<file path="config.mk">
export PLATFORM = sky130hd
export DESIGN_NAME = id_ex_pipe
export DESIGN_NICKNAME = d
export VERILOG_FILES = /design/src/rtl/pd_pkg.sv /design/src/rtl/id_ex_pipe_load_use_detect.sv /design/src/rtl/id_ex_pipe.sv
export SDC_FILE = /design/constraint.sdc
export NUM_CORES = 1
export LEC_CHECK = 0
export ABC_CLOCK_PERIOD_IN_PS = 7800
export CAP_MARGIN = 15
export CORE_AREA = 2 2 168 170
export CTS_BUF_LIST = sky130_fd_sc_hd__clkbuf_16
export CTS_CLUSTER_SIZE = 12
export DETAILED_ROUTE_END_ITERATION = 8
export DIE_AREA = 0 0 170 172
export PLACE_DENSITY = 0.62
export SLEW_MARGIN = 30
export SYNTH_ARGS = -nofsm -noshare
export SYNTH_HDL_FRONTEND = slang
export SYNTH_SLANG_ARGS = --single-unit
</file>
<file path="constraint.sdc">
create_clock -name clock -period 7.8 [get_ports clock]
set_clock_uncertainty 0.15 [all_clocks]
set_input_delay 1.17 -clock clock [delete_from_list [all_inputs] [get_ports clock]]
set_output_delay 1.17 -clock clock [all_outputs]
set_load 0.01 [all_outputs]
</file>
<file path="src/rtl/pd_pkg.sv">
// pd_pkg: shared widths, ALU opcodes, operand-select encodings and the bubble control bundle
package pd_pkg;

    localparam int XLEN  = 32;
    localparam int REG_W = 5;

    typedef enum logic [3:0] {
        ALU_ADD  = 4'd0,
        ALU_SUB  = 4'd1,
        ALU_AND  = 4'd2,
        ALU_OR   = 4'd3,
        ALU_XOR  = 4'd4,
        ALU_SLL  = 4'd5,
        ALU_SRL  = 4'd6,
        ALU_SRA  = 4'd7,
        ALU_SLT  = 4'd8,
        ALU_SLTU = 4'd9
    } alu_op_t;

    // Second ALU operand source; both 10 and 11 select the immediate
    localparam logic [1:0] SEL_RS2   = 2'b00;
    localparam logic [1:0] SEL_SHAMT = 2'b01;
    localparam logic [1:0] SEL_IMM   = 2'b10;

    typedef struct packed {
        logic       pc_reg1_sel;
        logic [1:0] imm_rs2_shamt_sel;
        alu_op_t    alu_op;
        logic       mem_read;
        logic       mem_write;
        logic       reg_write;
        logic       branch;
        logic       jump;
    } ctrl_t;

    localparam ctrl_t CTRL_BUBBLE = '{
        pc_reg1_sel:       1'b0,
        imm_rs2_shamt_sel: SEL_RS2,
        alu_op:            ALU_ADD,
        mem_read:          1'b0,
        mem_write:         1'b0,
        reg_write:         1'b0,
        branch:            1'b0,
        jump:              1'b0
    };

endpackage

</file>
<file path="src/rtl/id_ex_pipe_load_use_detect.sv">
// load_use_detect: flags a decode instruction that reads the register a load in execute is writing
module load_use_detect #(
    parameter int REG_W = 5
) (
    input  logic             valid_x,
    input  logic             mem_read_x,
    input  logic [REG_W-1:0] rd_x,
    input  logic             valid_d,
    input  logic             rs1_used_d,
    input  logic [REG_W-1:0] rs1_d,
    input  logic             rs2_used_d,
    input  logic [REG_W-1:0] rs2_d,
    output logic             hazard
);

    assign hazard = valid_x & mem_read_x & (rd_x != '0) & valid_d &
                    ((rs1_used_d & (rs1_d == rd_x)) | (rs2_used_d & (rs2_d == rd_x)));

endmodule

</file>
<file path="src/rtl/id_ex_pipe.sv">
// id_ex_pipe: decode-to-execute register with load-use interlock, flush, write-through and bubble counter
module id_ex_pipe
    import pd_pkg::*;
#(
    parameter int XLEN  = pd_pkg::XLEN,
    parameter int REG_W = pd_pkg::REG_W,
    parameter int CNT_W = 16
) (
    input  logic             clock,
    input  logic             reset,
    input  logic             valid_d,
    input  logic [XLEN-1:0]  pc_d,
    input  logic [XLEN-1:0]  imm_d,
    input  logic [XLEN-1:0]  shamt_d,
    input  logic [REG_W-1:0] rs1_d,
    input  logic [REG_W-1:0] rs2_d,
    input  logic [REG_W-1:0] rd_d,
    input  logic             rs1_used_d,
    input  logic             rs2_used_d,
    input  logic [XLEN-1:0]  rs1_data_d,
    input  logic [XLEN-1:0]  rs2_data_d,
    input  logic             pc_reg1_sel_d,
    input  logic [1:0]       imm_rs2_shamt_sel_d,
    input  logic [3:0]       alu_op_d,
    input  logic             mem_read_d,
    input  logic             mem_write_d,
    input  logic             reg_write_d,
    input  logic             branch_d,
    input  logic             jump_d,
    input  logic [REG_W-1:0] rd_wb,
    input  logic [XLEN-1:0]  rd_data_wb,
    input  logic             reg_write_wb,
    input  logic             flush_x,
    input  logic             hold,
    output logic             valid_x,
    output logic [XLEN-1:0]  pc_x,
    output logic [XLEN-1:0]  imm_x,
    output logic [XLEN-1:0]  shamt_x,
    output logic [REG_W-1:0] rs1_x,
    output logic [REG_W-1:0] rs2_x,
    output logic [REG_W-1:0] rd_x,
    output logic             rs1_used_x,
    output logic             rs2_used_x,
    output logic [XLEN-1:0]  rs1_data_x,
    output logic [XLEN-1:0]  rs2_data_x,
    output logic             pc_reg1_sel_x,
    output logic [1:0]       imm_rs2_shamt_sel_x,
    output logic [3:0]       alu_op_x,
    output logic             mem_read_x,
    output logic             mem_write_x,
    output logic             reg_write_x,
    output logic             branch_x,
    output logic             jump_x,
    output logic             stall_d,
    output logic [CNT_W-1:0] bubble_count
);

    logic  hazard, bubble, fwd1, fwd2;
    ctrl_t ctrl_d, ctrl_x;

    load_use_detect #(.REG_W(REG_W)) u_detect (
        .valid_x    (valid_x),
        .mem_read_x (mem_read_x),
        .rd_x       (rd_x),
        .valid_d    (valid_d),
        .rs1_used_d (rs1_used_d),
        .rs1_d      (rs1_d),
        .rs2_used_d (rs2_used_d),
        .rs2_d      (rs2_d),
        .hazard     (hazard)
    );

    // An empty decode slot is captured exactly like an inserted bubble
    assign bubble  = flush_x | hazard | ~valid_d;
    assign stall_d = hold | (hazard & ~flush_x);
    assign fwd1    = reg_write_wb & (rd_wb != '0) & (rd_wb == rs1_d);
    assign fwd2    = reg_write_wb & (rd_wb != '0) & (rd_wb == rs2_d);

    assign ctrl_d = '{
        pc_reg1_sel:       pc_reg1_sel_d,
        imm_rs2_shamt_sel: imm_rs2_shamt_sel_d,
        alu_op:            alu_op_t'(alu_op_d),
        mem_read:          mem_read_d,
        mem_write:         mem_write_d,
        reg_write:         reg_write_d,
        branch:            branch_d,
        jump:              jump_d
    };

    assign pc_reg1_sel_x       = ctrl_x.pc_reg1_sel;
    assign imm_rs2_shamt_sel_x = ctrl_x.imm_rs2_shamt_sel;
    assign alu_op_x            = ctrl_x.alu_op;
    assign mem_read_x          = ctrl_x.mem_read;
    assign mem_write_x         = ctrl_x.mem_write;
    assign reg_write_x         = ctrl_x.reg_write;
    assign branch_x            = ctrl_x.branch;
    assign jump_x              = ctrl_x.jump;

    // Stage register: freeze on hold, otherwise load the decode fields or a bubble
    always_ff @(posedge clock or posedge reset) begin
        if (reset) begin
            valid_x    <= 1'b0;
            pc_x       <= '0;
            imm_x      <= '0;
            shamt_x    <= '0;
            rs1_x      <= '0;
            rs2_x      <= '0;
            rd_x       <= '0;
            rs1_used_x <= 1'b0;
            rs2_used_x <= 1'b0;
            rs1_data_x <= '0;
            rs2_data_x <= '0;
            ctrl_x     <= CTRL_BUBBLE;
        end else if (!hold) begin
            valid_x    <= ~bubble;
            pc_x       <= bubble ? '0 : pc_d;
            imm_x      <= bubble ? '0 : imm_d;
            shamt_x    <= bubble ? '0 : shamt_d;
            rs1_x      <= bubble ? '0 : rs1_d;
            rs2_x      <= bubble ? '0 : rs2_d;
            rd_x       <= bubble ? '0 : rd_d;
            rs1_used_x <= ~bubble & rs1_used_d;
            rs2_used_x <= ~bubble & rs2_used_d;
            rs1_data_x <= bubble ? '0 : (fwd1 ? rd_data_wb : rs1_data_d);
            rs2_data_x <= bubble ? '0 : (fwd2 ? rd_data_wb : rs2_data_d);
            ctrl_x     <= bubble ? CTRL_BUBBLE : ctrl_d;
        end
    end

    // Saturating count of bubbles caused by load-use stalls only, not flushes
    always_ff @(posedge clock or posedge reset) begin
        if (reset)
            bubble_count <= '0;
        else if (!hold && hazard && !flush_x && !(&bubble_count))
            bubble_count <= bubble_count + CNT_W'(1);
    end

endmodule

</file>
; Yosys cells after proc, flatten, opt, wreduce, memory -nomap -nowiden
; Cells that the tools add are included.
[word_totals]
reg_bits = 206
input_bits = 232
out_inout_bits = 207
wordCells = 64
[op_classes]
add_sub_neg = 1
n_eq_ne = 4
mux = 11
bitwise_logic = 19
n_reduce_logical = 9
[ops]
columns = operator, count
row1 = 32-bit two-way mux, 7
row2 = 5-bit equality test, 4
row3 = "16-bit by 1-bit adder with 16-bit output, second input constant", 1
row4 = 16-bit AND reduction, 1
row5 = 5-bit two-way mux, 3
row6 = 1-bit bitwise AND, 12
row7 = 12-bit two-way mux, 1
row8 = 5-bit nonzero test, 2
row9 = 1-bit bitwise OR, 4
row10 = 1-bit logical AND, 3
row11 = 1-bit logical NOT, 3
row12 = 1-bit NOT, 3

; Longest topological paths before layout
; Gate-level depths: netlist of run 1.
[depth]
ltp_word = 8
mapped_depth = 9
mapped_depth_nobuf = 6

; Hierarchy
; From an unflattened synthesis of run 1, not the netlist that was laid out.
[unflattened]
hier_cells = 719
hier_area_um2 = 8733.4
[by_module_without_submodules]
columns = mod, instances, cells_per_inst, area_each_um2, seq_area_each_um2
row1 = id_ex_pipe, 1, 702, 8602.0, 5154.9
row2 = load_use_detect, 1, 17, 131.4, 0.0

; Worst setup path before layout of run 1
; No wires, ideal clock.
[synth_path]
kind = input to output
from = in rs2_d[0]
to = out stall_d
t_arrival_ps = 2091
required_time_ps = 6480
slack_ps = 4389
path_stages = 6
path_buffers = 1
path_cell_list = xnor2_1 -> nand4_1 -> o22ai_2 -> nand2_1 -> buf_2 -> o21bai_1
[synth_via]
elab_chain_len = 6
[synth_rtl]
columns = item, line_no
row1 = from (decl), id_ex_pipe.sv:16  ; input logic [REG_W-1:0] rs2_d,
row2 = 5-bit equality test, id_ex_pipe_load_use_detect.sv:17  ; ((rs1_used_d & (rs1_d == rd_x)) | (rs2_used_d & (rs2_d == rd_x)));
row3 = 1-bit bitwise AND, id_ex_pipe_load_use_detect.sv:17
row4 = 1-bit bitwise OR, id_ex_pipe_load_use_detect.sv:17
row5 = 1-bit bitwise AND, id_ex_pipe_load_use_detect.sv:16  ; assign hazard = valid_x & mem_read_x & (rd_x != '0) & valid_d &
row6 = 1-bit bitwise AND, id_ex_pipe.sv:75  ; assign stall_d = hold | (hazard & ~flush_x);
row7 = 1-bit bitwise OR, id_ex_pipe.sv:75
row8 = to (decl), id_ex_pipe.sv:54  ; output logic stall_d,
; Every way passes these cells.

; Worst setup path in the final report of run 1
[layout_path]
from = in rs1_d[2]
to = out stall_d
[layout_via]
elab_chain_len = 6
[layout_rtl]
columns = item, line_no
row1 = from (decl), id_ex_pipe.sv:15  ; input logic [REG_W-1:0] rs1_d,
row2 = 5-bit equality test, id_ex_pipe_load_use_detect.sv:17
row3 = 1-bit bitwise AND, id_ex_pipe_load_use_detect.sv:17
row4 = 1-bit bitwise OR, id_ex_pipe_load_use_detect.sv:17
row5 = 1-bit bitwise AND, id_ex_pipe_load_use_detect.sv:16
row6 = 1-bit bitwise AND, id_ex_pipe.sv:75
row7 = 1-bit bitwise OR, id_ex_pipe.sv:75
; Every way passes these cells.

==> metrics.md, run 1 <==
| Metric | Value |
|---|---|
| Ys Warns | 0 |
| Detailed Route WL | 29800 um |
| DIE WIDTH | roughly 170 um |
| Fin. Hold Viols | 0 |
| Post-Synthesis Cells | between 600 and 700 |
| Worst-path maximum fanout | 14 |
| Type of the most critical hold path | reg -> reg |
| Die area | 0.02924 mm^2 |
| Sink Count | about 200 |
| Final setup vio count | 0 |
| First-pass GRT wire length | approximately 44000 um |
| Max Cap Violations | 0 |
| Detail Placement HPWL | approximately 21000 um |
| Tcrit/Tclk final | 0.6347 |
| Cell Area, Placed | between 0.01 and 0.015 mm^2 |
| Seq/Total Area, Yosys | 0.6114 |
| Fin Setup TNS | 0 ps |
| Post-route antenna net violation count | 0 |
| Status | finished clean |
| Peak supply drop | about 140 uV |
| Largest net degree at the start of global routing | 133 |
| Fin area | ~0.014 mm^2 |
| Worst EP arrival | 3630 ps |
| Layout cell share with drive strength beyond 1 | 0.04167 |
| Clk_lat worst skew | 510 ps |
| Via density | between 4 and 5 |
| Leak Pwr | roughly 5.8 nW |
| # resized after CTS | 0 |
| Ports | between 400 and 500 |
| Syn Area/Cell | between 10 and 15 um^2 |
| Die height | approximately 170 um |
| Post-CTS Setup Bufs | 0 |
| Layout Nets | approximately 1.3k |
| Initial Util | 0.3069 |
| GRT overflow | 0 |
| RePlAce Congestion | 0.8224 |
| Core area | 0.02748 mm^2 |
| Post-Syn Area | about 0.0084 mm^2 |
| Number of buffers added on ports | 438 |
| Slew Limit Headroom | 0.3682 |
| Remaining DRCs | 0 |
| CTS tree | built |
| Slew @ Worst Pin | between 900 and 1000 ps |
| CTS Buffer Depth | 3 |
| Root Driver | clkbuf_16 |
| Pwr/cell area | around 190 mW/mm^2 |
| Synth unique cells | 32 |
| Cts hold-fix bufs | 0 |
| Critical path startpoint category | input port |
| Crit Path Class | in -> out |
| 1st-pass router iterations | 4 |
| Synth-to-Final Area Change | 63.17% |
| Number of global-route vias before repair | between 7k and 8k |
| Crit path time final | just under 5000 ps |
| Initial DRC count | around 270 |
| DR vias | just over 7k |
| Cts bufs inserted | 24 |
| Htree depth | 1 |
| Most frequent cells in the layout | 437 x clkdlybuf4s50_1, 206 x dfrtp_1, 125 x a22o_1 |
| GRT Overall Usage | 0.1955 |
| Final count of pins violating max slew | 0 |
| Synthesized flop and latch total | between 200 and 250 |
| # rows | between 60 and 70 |
| Post-layout util | 0.5007 |
| Initial antenna violation count | 3 |
| Setup crit end kind | output pin |
| Wire length per cell | a little over 20 um |
| Leading cell type in the layout, fill and taps excluded | clkdlybuf4s50_1 |
| Fmax | approximately 200 MHz |
| RSZ-0062 raised after global routing | no |
| Syn Nets | 905 |
| Reg clk slew, reported paths | 60 ps |
| Critical Path RT | between 6000 and 7000 ps |
report_power, final:
group | total [mW] | internal, mW | leakage, nW | switching [mW]
Sequential | 1.16 | 1.12 | 2.78 | 0.0345
Combinational | 0.413 | 0.247 | 2.63 | 0.166
Clock | 1.03 | 0.601 | 0.365 | 0.429
final cells by class:
cell class	instances	area, um^2
fill	2496	13720
clock buffer	25	625.6
clock inverter	13	77.57
tap	346	432.9
multi-input combinational	414	3010
timing repair buffer	444	4434
inverter	2	20.02
antenna	1	2.502
sequential	206	5155
per-stage QoR:
stage | std cells | power (mW) | worst slack [ps] | hold WS [ps]
finish | 1451 | 2.602 | 2849 | 330.8
floorplan | 672 | 1.315 | 855.9 | 365.0
detailed placement | 1412 | 1.596 | 2787 | 322.2
CTS | 1450 | 2.646 | 2789 | 337.6
global placement | 1412 | 1.594 | 2793 | 316.2
global route | 1450 | 2.723 | 2671 | 359.7
registers in the layout (all words and copies together) (netlist names), 2 cells and up:
register / count
imm_x: 32
pc_x: 32
rs1_data_x: 32
rs2_data_x: 32
shamt_x: 32
bubble_count: 16
rd_x: 5
rs1_x: 5
rs2_x: 5
alu_op_x: 4
imm_rs2_shamt_sel_x: 2
cells by family (layout without fill, tap and decap cells):
family,Yosys count,after routing,synth area share
other,0,1,0
AND/OR/NAND/NOR,118,118,0.06678
multiplexers,65,65,0.07731
adder cells (fa/ha/maj),1,1,0.001484
XOR/XNOR,35,35,0.03636
flip-flops,206,206,0.6114
buffers and inverters,52,484,0.03279
AO/OA/AOI/OAI,195,195,0.1739
layer usage:
metal | up-vias | GRT usage | part of all wire
met5 | - | 0 | 0.00091
met4 | 4 | 0.04236 | 0.016
met3 | 36 | 0.07897 | 0.11
met2 | 316 | 0.3421 | 0.49
met1 | 3409 | 0.2258 | 0.38
li1 | 3292 | - | -
critical path, cell delays in order:
cell             delay, ps
clkdlybuf4s50_1        720
xnor2_1                190
nand4_1                150
o22ai_2                260
nand2_1                350
o21bai_1               230
clkdlybuf4s50_1        560
synth_stat cells:
| library cell | instances | area share |
|---|---|---|
| nor2_1 | 3 | 0.0013 |
| nand4_1 | 8 | 0.0059 |
| buf_6 | 6 | 0.0080 |
| o21ai_2 | 1 | 0.0010 |
| mux2_2 | 1 | 0.0013 |
| inv_1 | 2 | 0.00089 |
| a22o_1 | 125 | 0.13 |
| a41o_1 | 1 | 0.0012 |
| buf_2 | 11 | 0.0065 |
| nand2_1 | 75 | 0.033 |
| nor4_4 | 2 | 0.0050 |
| and3_1 | 4 | 0.0030 |
| nand3_1 | 10 | 0.0059 |
| nor4_1 | 3 | 0.0022 |
| nor3_1 | 8 | 0.0047 |
| or4_1 | 1 | 0.00089 |
| nor3b_2 | 1 | 0.0015 |
| a21oi_1 | 1 | 0.00059 |
| mux2i_1 | 64 | 0.076 |
| xor2_1 | 14 | 0.015 |
| or2_2 | 1 | 0.00074 |
| ha_1 | 1 | 0.0015 |
| o21ai_0 | 46 | 0.027 |
| and4_4 | 1 | 0.0013 |
| clkbuf_1 | 27 | 0.012 |
| o21ai_1 | 18 | 0.011 |
| or3_1 | 1 | 0.00074 |
| dfrtp_1 | 206 | 0.61 |
| buf_4 | 6 | 0.0053 |
| xnor2_1 | 21 | 0.022 |
| o21bai_1 | 2 | 0.0018 |
| o22ai_2 | 1 | 0.0015 |
final timing paths:
path,from,endpoint,slack (ps),depth (start not counted)
min,rs2_data_x[18]$_DFFE_PP0N_,rs2_data_x[18]$_DFFE_PP0N_,330,2
max reg2reg,rd_x[2]$_DFFE_PP0N_,rs2_x[2]$_DFFE_PP0N_,4530,7
min in group asynchronous,reset,reg_write_x$_DFFE_PP0N_,940,2
max,rs1_d[2],stall_d,2850,7
max in group asynchronous,reset,imm_x[4]$_DFFE_PP0N_,5210,3
min reg2reg,rs2_data_x[18]$_DFFE_PP0N_,rs2_data_x[18]$_DFFE_PP0N_,330,2
(Power assumes the default switching activity.)
==> inputs of run 2 (changes only) <==
--- a/config.mk
+++ b/config.mk
@@ -5,14 +5,14 @@
 export SDC_FILE = /design/constraint.sdc
 export NUM_CORES = 1
 export LEC_CHECK = 0
-export ABC_CLOCK_PERIOD_IN_PS = 7800
+export ABC_CLOCK_PERIOD_IN_PS = 4500
 export CAP_MARGIN = 15
 export CORE_AREA = 2 2 168 170
 export CTS_BUF_LIST = sky130_fd_sc_hd__clkbuf_16
 export CTS_CLUSTER_SIZE = 12
 export DETAILED_ROUTE_END_ITERATION = 8
 export DIE_AREA = 0 0 170 172
-export PLACE_DENSITY = 0.62
+export PLACE_DENSITY = 0.65
 export SLEW_MARGIN = 30
 export SYNTH_ARGS = -nofsm -noshare
 export SYNTH_HDL_FRONTEND = slang
==> constraint.sdc (replaced) <==
create_clock -name clock -period 4.5 [get_ports clock]
set_clock_uncertainty 0.15 [all_clocks]
set_input_delay 0.675 -clock clock [delete_from_list [all_inputs] [get_ports clock]]
set_output_delay 0.675 -clock clock [all_outputs]
set_load 0.01 [all_outputs]
==> metrics.md, run 2 (synthesis results as in run 1) <==
| Metric | Value |
|---|---|
| Status | finished clean |
| Tcrit/Tclk final | 0.8108 |
| Die area | 0.02924 mm^2 (unchanged) |
| Sink Count | 206 (unchanged) |
| Diodes inserted | 0 (-1) |
| 1st-pass router iterations | 4 (unchanged) |
| DR vias | 7152 (+1.3%) |
| GRT Overall Usage | 0.1932 (-0.002274) |
| Ports | 439 (unchanged) |
| Pwr/cell area | 338.6 mW/mm^2 (+79%) |
| Layout cell share with drive strength beyond 1 | 0.05031 (+0.008648) |
| CTS Buffer Depth | 3 (unchanged) |
| Crit Path Class | in -> out |
| Reg2Reg Capture Point | imm_x[7]$_DFFE_PP0N_ |
| Via density | 4.902 (+0.79%) |
| Critical path startpoint category | input port |
| Slew Limit Headroom | 0.4697 (+0.1014) |
| Worst r2r path cells | 8 (+1) |
| Slowest cell on crit path | clkdlybuf4s50_1 |
| Initial antenna violation count | 3 (unchanged) |
| Final setup vio count | 0 (unchanged) |
| Number of global-route vias before repair | 7336 (+0.60%) |
| Initial Util | 0.3069 (unchanged) |
| Type of the most critical hold path | reg -> reg |
| Root Driver | clkbuf_16 |
| GRT overflow | 0 (unchanged) |
| RePlAce Congestion | 0.7709 (-6.3%) |
| # rows | 61 (unchanged) |
| First-pass GRT wire length | 43650 um (-0.97%) |
| Most frequent CP cell | clkdlybuf4s50_1 |
| Leading cell type in the layout, fill and taps excluded | clkdlybuf4s50_1 |
| Reg clk slew, reported paths | 60 ps (about the same) |
| Post-CTS Setup Bufs | 0 (unchanged) |
| Fin. Hold Viols | 0 (unchanged) |
| # resized after CTS | 0 (unchanged) |
| Largest net degree at the start of global routing | 134 (+0.75%) |
| Setup crit end kind | output pin |
| Worst EP arrival | 2820 ps (-810 ps) |
| Detailed Route WL | 29390 um (-1.4%) |
| Detail Placement HPWL | 21130 um (-0.39%) |
| Max Cap Violations | 0 (unchanged) |
| Core area | 0.02748 mm^2 (unchanged) |
| Layout Nets | 1330 (+0.38%) |
| CP max stage delay | 550 ps (-170 ps) |
| Synth-to-Final Area Change | 64.99% |
| CTS tree | built |
| Cts bufs inserted | 24 (unchanged) |
| Post-route antenna net violation count | 0 (unchanged) |
| Worst-path maximum fanout | 14 (unchanged) |
| Htree depth | 1 (unchanged) |
| CP endpoint | stall_d |
| Most frequent cells in the layout | 437 x clkdlybuf4s50_1, 206 x dfrtp_1, 125 x a22o_1 |
| RSZ-0062 raised after global routing | no |
| Die height | 172 um (unchanged) |
| Peak supply drop | 219.5 uV (+52%) |
| DIE WIDTH | 170 um (unchanged) |
| Crit path cell chain | clkdlybuf4s50_1 -> xnor2_1 -> nand4_1 -> o22ai_2 -> nand2_1 -> buf_4 -> o21bai_1 -> clkdlybuf4s50_1 |
| CP startpoint | rs1_d[2] |
| Crit path time final | around 3600 ps |
| R2R Setup Slk | 1850 ps (-2680 ps) |
| Critical Path RT | 3670 ps (-2810 ps) |
| Wire length per cell | 20.14 um (-1.9%) |
| Number of buffers added on ports | 438 (unchanged) |
| Worst r2r src | rd_x[2]$_DFFE_PP0N_ |
| Fmax | about 270 MHz |
| Fin Setup TNS | 0 ps (unchanged) |
| Remaining DRCs | 0 (unchanged) |
| Final count of pins violating max slew | 0 (unchanged) |
| Slew @ Worst Pin | 795.5 ps (-152.1 ps) |
| Clk_lat worst skew | 520 ps (about the same) |
| Cts hold-fix bufs | 0 (unchanged) |
| PnR Total Power | 4.710 mW (+81%) |
| Initial DRC count | 282 (+6.0%) |
| Leak Pwr | 5.847 nW (+1.2%) |
## run 2: cell count changes in the layout (fill, tap and decap cells not counted), sizes merged
cell	before	now
buf	7	12
bufinv	1	4
clkbuf	25	24
clkinvlp	0	2
diode	1	0
## run 2: per-layer routing
layer | vias to the layer above | track usage | wire [um] | share of wire
met4 | 6 | 0.05054 | 618 | 0.021
li1 | 3308 | - | - | -
met3 | 51 | 0.08125 | 3258 | 0.11
met2 | 312 | 0.3468 | 14740 | 0.50
met5 | - | 0 | 46 | 0.0016
met1 | 3475 | 0.2107 | 10730 | 0.37
## run 2: critical path: cells and delay by family
kind	cells	cell delay, ps
buffers and inverters	3	1230
AO/OA/AOI/OAI	2	400
AND/OR/NAND/NOR	2	260
XOR/XNOR	1	250
## run 2: area by class of cell
cell class / instances / area [um^2]
sequential: 206 / 5155
fill: 2474 / 13560
tap: 346 / 432.9
clock inverter: 18 / 196.4
inverter: 2 / 11.26
multi-input combinational: 414 / 3010
timing repair buffer: 449 / 4506
clock buffer: 24 / 600.6
## run 2: how the worst min path moves through the flow
stage,startpoint,end,slack (ps),depth (start not counted)
floorplan,bubble_count[7]$_DFFE_PP0P_,bubble_count[7]$_DFFE_PP0P_,360,1
global placement,rs1_data_x[31]$_DFFE_PP0N_,rs1_data_x[31]$_DFFE_PP0N_,310,2
detailed placement,rs1_data_x[27]$_DFFE_PP0N_,rs1_data_x[27]$_DFFE_PP0N_,320,2
CTS,rs1_data_x[27]$_DFFE_PP0N_,rs1_data_x[27]$_DFFE_PP0N_,340,2
global route,rs1_data_x[27]$_DFFE_PP0N_,rs1_data_x[27]$_DFFE_PP0N_,350,2
finish,rs1_data_x[27]$_DFFE_PP0N_,rs1_data_x[27]$_DFFE_PP0N_,330,2
## run 2: per-stage QoR
| step | utilization | hold WS (ps) | instances | cell area, um^2 | worst slack, ps |
|---|---|---|---|---|---|
| 2_1_floorplan | - | 365.0 | 672 | 8436 | 1003 |
| 3_3_place_gp | 0.4773 | 314.9 | 1417 | 13120 | 838.2 |
| 3_5_place_dp | 0.4773 | 322.2 | 1417 | 13120 | 839.2 |
| 4_1_cts | 0.5063 | 338.1 | 1459 | 13910 | 832.5 |
| 5_1_grt | 0.5063 | 351.3 | 1459 | 13910 | 701.0 |
| 6_report | 0.5063 | 334.2 | 1459 | 13910 | 851.2 |
## run 2: power by group
part           total [mW]  leakage, nW  switching, mW  internal [mW]
Clock                1.98        0.404          0.787           1.20
Combinational       0.719         2.66          0.287          0.432
Sequential           2.01         2.78         0.0588           1.95
Total                4.71         5.85           1.13           3.58
